**src/rtl/cv32e40x_rf_write_buffer_if.sv**
```systemverilog
// cv32e40x_rf_write_buffer_if: EX/LSU inputs and register-file write-port outputs of the write buffer
interface cv32e40x_rf_write_buffer_if #(
  parameter int ADDR_WIDTH = 5,
  parameter int DATA_WIDTH = 32
);
  logic                            ex_valid_i;
  logic                            ex_ready_o;
  logic [ADDR_WIDTH-1:0]           ex_rd_i;
  logic                            ex_dual_i;
  logic [DATA_WIDTH-1:0]           ex_wdata_lo_i;
  logic [DATA_WIDTH-1:0]           ex_wdata_hi_i;
  logic                            lsu_valid_i;
  logic [ADDR_WIDTH-1:0]           lsu_rd_i;
  logic [DATA_WIDTH-1:0]           lsu_wdata_i;
  logic                            dualwrite_o;
  logic [ADDR_WIDTH-1:0]           waddr_o;
  logic [1:0][DATA_WIDTH-1:0]      wdata_o;
  logic [1:0]                      we_o;
  logic [31:0]                     pending_o;
  logic                            waw_err_o;
  modport slave (
    input  ex_valid_i, ex_rd_i, ex_dual_i, ex_wdata_lo_i, ex_wdata_hi_i,
           lsu_valid_i, lsu_rd_i, lsu_wdata_i,
    output ex_ready_o, dualwrite_o, waddr_o, wdata_o, we_o, pending_o, waw_err_o
  );
  modport master (
    output ex_valid_i, ex_rd_i, ex_dual_i, ex_wdata_lo_i, ex_wdata_hi_i,
           lsu_valid_i, lsu_rd_i, lsu_wdata_i,
    input  ex_ready_o, dualwrite_o, waddr_o, wdata_o, we_o, pending_o, waw_err_o
  );
endinterface

```
**src/rtl/cv32e40x_rf_write_buffer.sv**
```systemverilog
// cv32e40x_rf_write_buffer: EX result FIFO merged with priority LSU writebacks into one RF write per cycle
module cv32e40x_rf_write_buffer #(
  parameter int DEPTH      = 2,
  parameter int ADDR_WIDTH = 5,
  parameter int DATA_WIDTH = 32
) (
  input logic                       clk,
  input logic                       rst,
  cv32e40x_rf_write_buffer_if.slave bus
);
  localparam int PW = $clog2(DEPTH);
  localparam int CW = $clog2(DEPTH + 1);
  typedef struct packed {
    logic [ADDR_WIDTH-1:0] rd;
    logic                  dual;
    logic [DATA_WIDTH-1:0] lo;
    logic [DATA_WIDTH-1:0] hi;
  } entry_t;
  entry_t                mem_q [DEPTH];
  entry_t                mem_d [DEPTH];
  entry_t                head;
  logic [PW-1:0]         wr_ptr_q, wr_ptr_d, rd_ptr_q, rd_ptr_d, off;
  logic [CW-1:0]         cnt_q, cnt_d;
  logic                  waw_err_q, waw_err_d;
  logic                  push, pop, lsu;
  logic [ADDR_WIDTH-1:0] base;
  logic [31:0]           pending;
  assign head = mem_q[rd_ptr_q];
  assign base = {head.rd[ADDR_WIDTH-1:1], 1'b0};
  assign lsu  = !rst && bus.lsu_valid_i;
  assign pop  = !rst && !bus.lsu_valid_i && cnt_q != '0;
  assign push = bus.ex_valid_i && bus.ex_ready_o;
  assign bus.ex_ready_o  = !rst && cnt_q != CW'(DEPTH);
  assign bus.dualwrite_o = pop && head.dual;
  assign bus.waddr_o     = lsu ? bus.lsu_rd_i : pop ? (head.dual ? base : head.rd) : '0;
  assign bus.wdata_o[0]  = lsu ? bus.lsu_wdata_i : pop ? head.lo : '0;
  assign bus.wdata_o[1]  = bus.dualwrite_o ? head.hi : '0;
  assign bus.we_o[0]     = lsu ? bus.lsu_rd_i != '0 : pop && (head.dual ? base != '0 : head.rd != '0);
  assign bus.we_o[1]     = bus.dualwrite_o;
  assign bus.pending_o   = pending;
  assign bus.waw_err_o   = waw_err_q;
  // Entry i is live when its distance from the read pointer is below the count
  always_comb begin
    pending = '0;
    off     = '0;
    for (int i = 0; i < DEPTH; i++) begin
      off = PW'(i) - rd_ptr_q;
      if (CW'(off) < cnt_q)
        pending |= mem_q[i].dual ? (32'(3) << {mem_q[i].rd[ADDR_WIDTH-1:1], 1'b0})
                                 : (32'(1) << mem_q[i].rd);
    end
    pending[0] = 1'b0;
    if (rst) pending = '0;
  end
  always_comb begin
    mem_d     = mem_q;
    wr_ptr_d  = wr_ptr_q + PW'(push);
    rd_ptr_d  = rd_ptr_q + PW'(pop);
    cnt_d     = cnt_q + CW'(push) - CW'(pop);
    waw_err_d = waw_err_q | (lsu && bus.lsu_rd_i != '0 && pending[bus.lsu_rd_i]);
    if (push) mem_d[wr_ptr_q] = '{rd: bus.ex_rd_i, dual: bus.ex_dual_i,
                                  lo: bus.ex_wdata_lo_i, hi: bus.ex_wdata_hi_i};
  end
  always_ff @(posedge clk) begin
    mem_q <= mem_d;
    if (rst) begin
      wr_ptr_q  <= '0;
      rd_ptr_q  <= '0;
      cnt_q     <= '0;
      waw_err_q <= 1'b0;
    end else begin
      wr_ptr_q  <= wr_ptr_d;
      rd_ptr_q  <= rd_ptr_d;
      cnt_q     <= cnt_d;
      waw_err_q <= waw_err_d;
    end
  end
endmodule

```
**src/flat_wrapper.sv**
```systemverilog
// flat-port wrapper written by rule: the top's interface ports become plain ports
module cv32e40x_rf_write_buffer_flat 
#(
  parameter int DEPTH      = 2,
  parameter int ADDR_WIDTH = 5,
  parameter int DATA_WIDTH = 32
)
  (clk, rst, bus_ex_valid_i, bus_ex_rd_i, bus_ex_dual_i, bus_ex_wdata_lo_i, bus_ex_wdata_hi_i, bus_lsu_valid_i, bus_lsu_rd_i, bus_lsu_wdata_i, bus_ex_ready_o, bus_dualwrite_o, bus_waddr_o, bus_wdata_o, bus_we_o, bus_pending_o, bus_waw_err_o);
  cv32e40x_rf_write_buffer_if #(.ADDR_WIDTH(ADDR_WIDTH), .DATA_WIDTH(DATA_WIDTH)) bus_i ();
  input logic clk;
  input logic rst;
  input wire logic [$bits(bus_i.ex_valid_i)-1:0] bus_ex_valid_i;
  input wire logic [$bits(bus_i.ex_rd_i)-1:0] bus_ex_rd_i;
  input wire logic [$bits(bus_i.ex_dual_i)-1:0] bus_ex_dual_i;
  input wire logic [$bits(bus_i.ex_wdata_lo_i)-1:0] bus_ex_wdata_lo_i;
  input wire logic [$bits(bus_i.ex_wdata_hi_i)-1:0] bus_ex_wdata_hi_i;
  input wire logic [$bits(bus_i.lsu_valid_i)-1:0] bus_lsu_valid_i;
  input wire logic [$bits(bus_i.lsu_rd_i)-1:0] bus_lsu_rd_i;
  input wire logic [$bits(bus_i.lsu_wdata_i)-1:0] bus_lsu_wdata_i;
  output wire logic [$bits(bus_i.ex_ready_o)-1:0] bus_ex_ready_o;
  output wire logic [$bits(bus_i.dualwrite_o)-1:0] bus_dualwrite_o;
  output wire logic [$bits(bus_i.waddr_o)-1:0] bus_waddr_o;
  output wire logic [$bits(bus_i.wdata_o)-1:0] bus_wdata_o;
  output wire logic [$bits(bus_i.we_o)-1:0] bus_we_o;
  output wire logic [$bits(bus_i.pending_o)-1:0] bus_pending_o;
  output wire logic [$bits(bus_i.waw_err_o)-1:0] bus_waw_err_o;
  assign bus_i.ex_valid_i = bus_ex_valid_i;
  assign bus_i.ex_rd_i = bus_ex_rd_i;
  assign bus_i.ex_dual_i = bus_ex_dual_i;
  assign bus_i.ex_wdata_lo_i = bus_ex_wdata_lo_i;
  assign bus_i.ex_wdata_hi_i = bus_ex_wdata_hi_i;
  assign bus_i.lsu_valid_i = bus_lsu_valid_i;
  assign bus_i.lsu_rd_i = bus_lsu_rd_i;
  assign bus_i.lsu_wdata_i = bus_lsu_wdata_i;
  assign bus_ex_ready_o = bus_i.ex_ready_o;
  assign bus_dualwrite_o = bus_i.dualwrite_o;
  assign bus_waddr_o = bus_i.waddr_o;
  assign bus_wdata_o = bus_i.wdata_o;
  assign bus_we_o = bus_i.we_o;
  assign bus_pending_o = bus_i.pending_o;
  assign bus_waw_err_o = bus_i.waw_err_o;
  cv32e40x_rf_write_buffer #(.DEPTH(DEPTH), .ADDR_WIDTH(ADDR_WIDTH), .DATA_WIDTH(DATA_WIDTH)) u_core (.clk(clk), .rst(rst), .bus(bus_i));
endmodule
```
**config.mk**
```make
export PLATFORM = sky130hd
export DESIGN_NAME = cv32e40x_rf_write_buffer_flat
export DESIGN_NICKNAME = d
export VERILOG_FILES = /design/src/rtl/cv32e40x_rf_write_buffer_if.sv /design/src/rtl/cv32e40x_rf_write_buffer.sv /design/src/flat_wrapper.sv
export SDC_FILE = /design/constraint.sdc
export NUM_CORES = 1
export LEC_CHECK = 0
export ABC_CLOCK_PERIOD_IN_PS = 3900
export BUFFER_PORTS_ARGS = -buffer_cell sky130_fd_sc_hd__buf_2
export CORE_ASPECT_RATIO = 1.5
export CORE_MARGIN = 5
export CORE_UTILIZATION = 45
export DETAILED_ROUTE_END_ITERATION = 12
export PLACE_DENSITY = 0.72
export SKIP_CTS_REPAIR_TIMING = 1
export SLEW_MARGIN = 20
export SYNTH_ARGS = -nofsm -noshare
export SYNTH_HDL_FRONTEND = slang
export SYNTH_SLANG_ARGS = --single-unit
```
**constraint.sdc**
```tcl
create_clock -name clk -period 3.9 [get_ports clk]
set_clock_uncertainty 0.05 [all_clocks]
set_input_delay 0.39 -clock clk [delete_from_list [all_inputs] [get_ports clk]]
set_output_delay 0.39 -clock clk [all_outputs]
set_load 0.1 [all_outputs]
```
-- Word-level counts from Yosys, hierarchy flattened
Index checks and enable logic that the tools add are counted.
- register bits: 145
- bits of input ports: 111
- logic and storage cells: 70
- output and inout port bits: 106
- add/sub/neg operators: 6
- bitwise operators: 4
- equal/unequal tests: 1
- order comparisons: 6
- reduce and logical (&&, ||, !) cells: 16
- shifts and indexed selects: 4
- multiplexer cells: 21
- operator list (operator ; number):
    $mux 70 ; 4
    $mux 32 ; 8
    $bwmux 140 ; 1
    $demux 70 s1 ; 1
    $shl 1x5->32 const A ; 2
    $shl 2x5->32 const A ; 2
    $or 32x32->32 ; 1
    $reduce_bool 5->1 ; 3
    $logic_and 1x1->1 ; 10
    $mux 5 ; 2
    $lt 5x6->1 const B ; 1
    $bmux 1 s5 ; 1
    $ge 2x2->1 const B ; 2
    $lt 1x2->1 ; 2
    $mux 1 ; 4
    $not 1->2 ; 2
    $add 1x1->1 ; 2
    $add 2x1->2 ; 1
    $logic_not 1->1 ; 2
    $lt 2x1->1 const B ; 1
    $ne 2x2->1 const B ; 1
    $reduce_bool 2->1 ; 1
    $sub 1x1->1 const A ; 2
    $sub 2x1->2 ; 1
    $or 1x1->1 ; 1

-- Depth between registers and ports, before layout
Gate-level depths: netlist of run 1.
- depth after elaboration: 10
- gate-level depth with buffers: 9
- gate-level depth less buffers: 9

-- Least setup slack after synthesis of run 1
Ideal clock, no wire load.
- kind: input port to flip-flop
- start: in rst
- end: reg u_core.mem_q[0] in the netlist's numbering (enable)
- stages: 4
- buffers on the path: 1
- setup slack: -693 ps
- data arrival time: 4107 ps
- required time: 3414 ps
- library setup time: 436 ps
- path through: clkbuf_1 -> a21oi_1 -> and2_1 -> ha_1
- cells in the longest elaborated chain, start to end: 3
- RTL lines (what ; RTL line ; text):
    from (decl) ; flat_wrapper.sv:11 ; input logic rst;
    $logic_not 1->1 ; cv32e40x_rf_write_buffer.sv:33 ; assign bus.ex_ready_o = !rst && cnt_q != CW'(DEPTH);
    $logic_and 1x1->1 ; cv32e40x_rf_write_buffer.sv:33 ;
    net bus_ex_ready_o ; flat_wrapper.sv:20 ; output wire logic [$bits(bus_i.ex_ready_o)-1:0] bus_ex_ready_o;
    $logic_and 1x1->1 ; cv32e40x_rf_write_buffer.sv:32 ; assign push = bus.ex_valid_i && bus.ex_ready_o;
    to (signal assigned) ; cv32e40x_rf_write_buffer.sv:65 ; mem_q <= mem_d;
    to (decl) ; cv32e40x_rf_write_buffer.sv:19 ; entry_t mem_q [DEPTH];
The timed path passes the listed nets, and every way through them passes these cells.
A chain may end at the register's enable or synchronous reset.

-- Worst setup path after layout of run 1
- start: reg u_core.rd_ptr_q
- end: out bus_pending_o[30]
- cells in the longest elaborated chain, start to end: 6
- elaborated cells on any way between the ends: 8
- RTL lines (what ; RTL line ; text):
    from (decl) ; cv32e40x_rf_write_buffer.sv:22 ; logic [PW-1:0] wr_ptr_q, wr_ptr_d, rd_ptr_q, rd_ptr_d, off;
    from (signal assigned) ; cv32e40x_rf_write_buffer.sv:73 ; rd_ptr_q <= rd_ptr_d;
    $sub 1x1->1 ; cv32e40x_rf_write_buffer.sv:47 ; off = PW'(i) - rd_ptr_q;
    $lt 1x2->1 ; cv32e40x_rf_write_buffer.sv:48 ; if (CW'(off) < cnt_q)
    $mux 32 ; cv32e40x_rf_write_buffer.sv:48 ;
    $or 32x32->32 ; cv32e40x_rf_write_buffer.sv:49 ; pending |= mem_q[i].dual ? (32'(3) << {mem_q[i].rd[ADDR_WIDTH-1:1], 1'b0})
    $mux 32 (*) ; cv32e40x_rf_write_buffer.sv:48 ;
    $mux 32 (*) ; cv32e40x_rf_write_buffer.sv:53 ; if (rst) pending = '0;
    to (decl) ; flat_wrapper.sv:25 ; output wire logic [$bits(bus_i.pending_o)-1:0] bus_pending_o;
Mark *: on every way between the ends. The rest lies on a longest branch, timed or not.

==> qor.csv, run 1 <==
stage;metric;value;unit
run_status;outcome;complete, no violations;
pwr;peakVddDrop;417;uV
logic_synthesis;yosys.area.top_type_share;0.629;
sta;relSlewSlack;0.330;
logic_synthesis;yosys-top-cells-count;edfxtp_1, mux2i_1, nor2_1;
die;num_io_pins;217;
worst_hold_path;whs_endpoint;u_core.mem_q[17];
placed_design;dp_cells;902;
sta;period_share;0.811;
pwr;clkPwrFrac;0.369;
critical_path;ff2ff_path_depth;7;
critical_path;crit-reg2reg-capture;u_core.bus.waw_err_o;
cells_and_area;drive_gt1_frac;0.354;
routing;drtPass1Iterations;6;
critical_path;worstSetupEndpointType;output pin;
pwr;p_seq_frac;0.407;
logic_synthesis;yosys_warnings;0;
die;rows;54;
cells_and_area;nFillCells;1255;
clocking;clock-sinks;145;
clocking;htreeDepth;4;
critical_path;reg2reg_setup_slack;1220;ps
clocking;clockBufferDepth;2;
worst_hold_path;hold_depth;1;
routing;routed_wl;17800;um
grt;grt_pass1_wl;27100;um
pwr;intPower;3.16;mW
logic_synthesis;synthCells;523;
logic_synthesis;synth_nets;638;
pwr;p_per_area;544;nW/um2
clocking;cts_tree;yes;
routing;drt_iter0_drc;373;
clocking;cts_made_buffers;17;
logic_synthesis;synth-edff-count;140;
sta;max_freq;316;MHz
routing;postRouteAntennaNets;0;
critical_path;startpoint_type;flip-flop;
cells_and_area;multi_input_area;2220;um2
pwr;comb_power_share;0.224;
logic_synthesis;synthTopCellsByArea;edfxtp_1, mux2i_1, nor2_1;
routing;vias_per_cell;5.49;
sta;maxSlewViolCount;0;
cells_and_area;instances_no_fill;936;
pwr;p_switching;1.49;mW
critical_path;required;3460;ps
clocking;clkLatencyLatePin;410;ps
grt;grt_pass1_vias;5254;
sta;grt_setup_unrepaired;false;
sta;hold_viol;0;
critical_path;worst-endpoint-arrival;2720;ps
logic_synthesis;synth.avg_cell_area;12.8;um2
worst_hold_path;min_path_type;primary input to flip-flop;
logic_synthesis;yosysMostFrequentCell;edfxtp_1;
routing;wl_per_cell;19.0;um
grt;grt_usage;0.202;
clocking;clk_pin_slew;60;ps
die;coreArea;14600;um2
job;max_cap_violations;0;
routing;vias;5136;
logic_synthesis;synth_top_area_cell;edfxtp_1;
sta;period_needed;3160;ps
pwr;p_sw_frac;0.321;
die;dieWidth;110;um
sta;finalSetupViolCount;0;
placed_design;dp_hpwl;12800;um
pwr;total_power;4.65;mW
placed_design;gp_congestion;0.943;
pwr;p_leak;3.31;nW
logic_synthesis;synth_cell_types;45;
critical_path;critical_path_class;flip-flop to output pin;
routing;drc;0;
die;die_h;159;um
logic_synthesis;synth_area;6680;um2
logic_synthesis;synthFlopType;edfxtp_1;
cells_and_area;area_delta_synth_final;27.8;%
logic_synthesis;ys_seq_area_frac;0.644;
cells_and_area;nets;840;
cells_and_area;seq_area;4310;um2
grt;grt_overflow;0;
die;initial_core_util;0.458;
critical_path;crit_path_max_fanout;35;
grt;antenna_found_initial;5;
grt;grt_max_degree;71;
cells_and_area;final_util;0.585;
placed_design;portBuffers;215;
clocking;clockRootBuffer;clkbuf_16;
sta;tightestPinTransition;1010;ps
logic_synthesis;async_flop_share;0;
sta;timing.setup.tns;0;ps
worst_hold_path;min_from;bus_ex_wdata_hi_i[17];
die;die-area;17400;um2
logic_synthesis;synth-seq-cells;145;
critical_path;r2r_start;u_core.rd_ptr_q;
## worst max path at each step
stage / start / end / slack, ps
2_1_floorplan: rst / u_core.mem_q[0] / -690
3_3_place_gp: u_core.rd_ptr_q / bus_wdata_o[0] / 1170
3_5_place_dp: u_core.rd_ptr_q / bus_wdata_o[0] / 1150
4_1_cts: u_core.rd_ptr_q / bus_wdata_o[0] / 710
5_1_grt: u_core.rd_ptr_q / bus_pending_o[30] / 560
6_report: u_core.rd_ptr_q / bus_pending_o[30] / 740
## critical path, stage by stage (launching register included)
cell	delay (ps)
dfxtp_4	500
nor2b_1	490
o2111ai_1	440
o22a_1	350
nor2_1	90
buf_2	430
## routing by layer
layer | vias up | global-route usage | wire length (um)
met5 | - | 0 | 34
met4 | 6 | 0.107 | 848
met3 | 64 | 0.0531 | 1360
met2 | 278 | 0.358 | 9420
met1 | 2392 | 0.214 | 6090
li1 | 2396 | - | -
## cell usage in the layout, fill, tap and decap left out, types with 4 or more instances in the layout
cell type    n
a21oi_1      8
buf_2      215
buf_4        5
bufinv_16    4
clkbuf_16   17
dfxtp_1      4
edfxtp_1   140
inv_1        7
inv_6        6
mux2i_1     68
nand2_1     52
nor2_1      55
nor2b_1      7
o211ai_1     8
o21ai_0     40
o221ai_1    10
o22a_1       4
o22ai_1     24
o31ai_1      4
o32ai_1      5
## cell families (layout without fill, tap and decap cells)
kind of cell             Yosys count  after routing  share of synthesized area
flip-flops                       145            145                      0.644
AND/OR/NAND/NOR                  137            137                     0.0893
AO/OA/AOI/OAI                    116            116                      0.113
multiplexers                      72             72                      0.112
buffers and inverters             44            259                     0.0290
adder cells (fa/ha/maj)            4              4                    0.00749
XOR/XNOR                           4              4                    0.00524
other                              1              3                   0.000561
## registers in the layout, summed over array words and instances (netlist names)
signal and cells:
u_core.wr_ptr_q 1, u_core.bus.waw_err_o 1, u_core.cnt_q 2, u_core.rd_ptr_q 1
u_core.mem_q 140
## power by group through the flow
stage / clock network, mW / registers [mW] / logic (mW)
6_report: 1.72 / 1.89 / 1.04
2_1_floorplan: 0 / 1.88 / 0.863
5_1_grt: 1.82 / 1.90 / 1.10
4_1_cts: 1.74 / 1.89 / 1.05
3_5_place_dp: 0 / 1.92 / 1.04
3_3_place_gp: 0 / 1.92 / 1.03
## stage by stage
stage,hold slack (ps),worst slack (ps),area (um2)
floorplan,439,-693,6680
global placement,500,1170,7910
detailed placement,506,1150,7910
CTS,94.6,712,8540
global route,94.2,559,8540
finish,116,735,8540
## area by class of cell
type,count,share of cell area
antenna,2,0.000586
tap,196,0.0287
inverter,7,0.00308
clock buffer,19,0.0507
sequential,145,0.504
multi-input combinational,334,0.259
timing repair buffer,220,0.130
clock inverter,13,0.0230
Note: power is estimated with default switching activity, not from simulation.
==> run 2: changes to the inputs <==
--- a/config.mk
+++ b/config.mk
@@ -5,7 +5,7 @@
 export SDC_FILE = /design/constraint.sdc
 export NUM_CORES = 1
 export LEC_CHECK = 0
-export ABC_CLOCK_PERIOD_IN_PS = 3900
+export ABC_CLOCK_PERIOD_IN_PS = 3100
 export BUFFER_PORTS_ARGS = -buffer_cell sky130_fd_sc_hd__buf_2
 export CORE_ASPECT_RATIO = 1.5
 export CORE_MARGIN = 5
==> constraint.sdc (replaced) <==
create_clock -name clk -period 3.1 [get_ports clk]
set_clock_uncertainty 0.05 [all_clocks]
set_input_delay 0.31 -clock clk [delete_from_list [all_inputs] [get_ports clk]]
set_output_delay 0.31 -clock clk [all_outputs]
set_load 0.1 [all_outputs]
==> run 2 against run 1 <==
Effect of this change: non-clock buffer count up 8; worst setup slack got worse by 590 ps; combinational power grew 36%; global-route usage grew 1.9 points; total power grew 24%; clock power is 16% higher; worst hold slack worse by 87 ps; first-iteration DRC count decreased by 6.7%; critical path type unchanged; largest cell class unchanged.
==> qor.csv, run 2 (synthesis gave the netlist of run 1 again) <==
stage;metric;value;unit;change
sta;max_freq;339;MHz;
cells_and_area;drive_gt1_frac;0.385;;+0.0311
clocking;clock-sinks;145;;unchanged
grt;grt_most_used_layer;met2;;
critical_path;reg2reg_setup_slack;660;ps;-560 ps
routing;postRouteAntennaNets;0;;unchanged
cells_and_area;mostFrequentLayoutCell;buf_2;;
placed_design;gp_congestion;0.925;;-1.9%
critical_path;crit_start;u_core.cnt_q[1];;
die;coreArea;14600;um2;unchanged
critical_path;crit-reg2reg-capture;u_core.bus.waw_err_o;;
sta;tightestPinTransition;745;ps;-261 ps
sta;maxSlewViolCount;0;;unchanged
die;rows;54;;unchanged
sta;hold_viol;0;;unchanged
cells_and_area;layout_common_cells;buf_2, edfxtp_1, mux2i_1, nor2_1, nand2_1;;
placed_design;dp_cells;910;;+0.89%
worst_hold_path;min_path_type;primary input to flip-flop;;
placed_design;portBuffers;215;;unchanged
job;max_cap_violations;0;;unchanged
cells_and_area;reg_top3;u_core.mem_q: 140 flops, u_core.cnt_q: 2 flops;;
cells_and_area;final_util;0.596;;+0.0106
routing;wl_per_cell;20.4;um;+7.7%
sta;finalSetupViolCount;0;;unchanged
grt;grtUsageMet1;0.224;;+0.0101
grt;grt_pass1_vias;5446;;+3.7%
sta;period_needed;2950;ps;
placed_design;placed_area;8100;um2;+2.4%
grt;grt_overflow;0;;unchanged
critical_path;r2r_start;u_core.cnt_q[1];;
routing;vias;5268;;+2.6%
cells_and_area;instances_no_fill;945;;+0.96%
sta;period_share;0.952;;
grt;grt_pass1_wl;29000;um;+6.9%
die;initial_core_util;0.458;;unchanged
clocking;clockBufferDepth;2;;unchanged
die;die_h;159;um;unchanged
worst_hold_path;whs_endpoint;u_core.mem_q[137];;
critical_path;worst-endpoint-arrival;2590;ps;-130 ps
critical_path;ff2ff_path_depth;7;;unchanged
grt;grt_use_met3;0.0471;;-0.00609
pwr;total_power;5.75;mW;+24%
clocking;clkLatencyLatePin;410;ps;about the same
grt;gr-usage-met2;0.393;;+0.0350
pwr;p_per_area;661;nW/um2;+21%
pwr;p_leak;3.33;nW;+0.59%
routing;drt_iter0_drc;348;;-6.7%
clocking;htreeDepth;4;;unchanged
die;die-area;17400;um2;unchanged
clocking;cts_tree;yes;;
routing;drtPass1Iterations;6;;unchanged
routing;routed_wl;19300;um;+8.7%
sta;relSlewSlack;0.504;;+0.174
placed_design;place_ws;578;ps;-573 ps
placed_design;dp_hpwl;14400;um;+12%
die;num_io_pins;217;;unchanged
grt;antenna_found_initial;4;;-1
die;dieWidth;110;um;unchanged
clocking;clk_pin_slew;60;ps;about the same
routing;vias_per_cell;5.57;;+1.6%
worst_hold_path;hold_depth;1;;unchanged
run_status;outcome;complete, no violations;;
cells_and_area;nets;848;;+0.95%
sta;grt_setup_unrepaired;false;;
cells_and_area;post-route-cell-area;8700;um2;+1.8%
cells_and_area;largest_register_ffs;140;;unchanged
clocking;cts_made_buffers;17;;unchanged
routing;drc;0;;unchanged
sta;setup_slack;147;ps;-588 ps
grt;grt_max_degree;42;;-41%
grt;grt_usage;0.221;;+0.0191
critical_path;critical_path_class;flip-flop to output pin;;
sta;timing.hold.ws;28.8;ps;-86.7 ps
critical_path;worstSetupEndpointType;output pin;;
critical_path;required;2740;ps;-720 ps
worst_hold_path;min_from;bus_ex_rd_i[2];;
pwr;peakVddDrop;589;uV;+41%
critical_path;startpoint_type;flip-flop;;
cells_and_area;largest-register;u_core.mem_q;;
critical_path;crit_path_max_fanout;14;;-60%
clocking;clockRootBuffer;clkbuf_16;;
sta;timing.setup.tns;0;ps;unchanged
cells_and_area;area_delta_synth_final;30.2;%;
[run 2: worst max-delay path, stage by stage, from the launching register on]
cell	delay [ps]
dfxtp_1	650
a21oi_1	110
or3_1	560
o22a_1	260
nor2_1	140
buf_2	450
[run 2: metal layers]
| metal | vias to the layer above | wire length (um) |
|---|---|---|
| met4 | 2 | 1150 |
| met2 | 260 | 10700 |
| met1 | 2512 | 6260 |
| li1 | 2420 | - |
| met3 | 74 | 1200 |
| met5 | - | 17 |
[run 2: where the power goes]
group / internal, mW / switching (mW)
clock: 1.19 / 0.800
sequential: 2.28 / 0.0613
combinational: 0.348 / 1.06
[run 2: worst max path at each step]
stage | end | depth (start not counted)
floorplan | bus_waddr_o[4] | 4
finish | bus_pending_o[15] | 5
detailed placement | bus_pending_o[2] | 5
global placement | bus_pending_o[15] | 5
global route | bus_pending_o[15] | 5
CTS | bus_pending_o[2] | 5
[run 2: layout make-up]
cell class | instances | area, um2
Tap cell | 196 | 245
Clock inverter | 15 | 161
Clock buffer | 17 | 425
Inverter | 7 | 26.3
Timing Repair Buffer | 228 | 1200
Fill cell | 1214 | 5890
Antenna cell | 3 | 7.51
Multi-Input combinational cell | 334 | 2330
Sequential cell | 145 | 4310
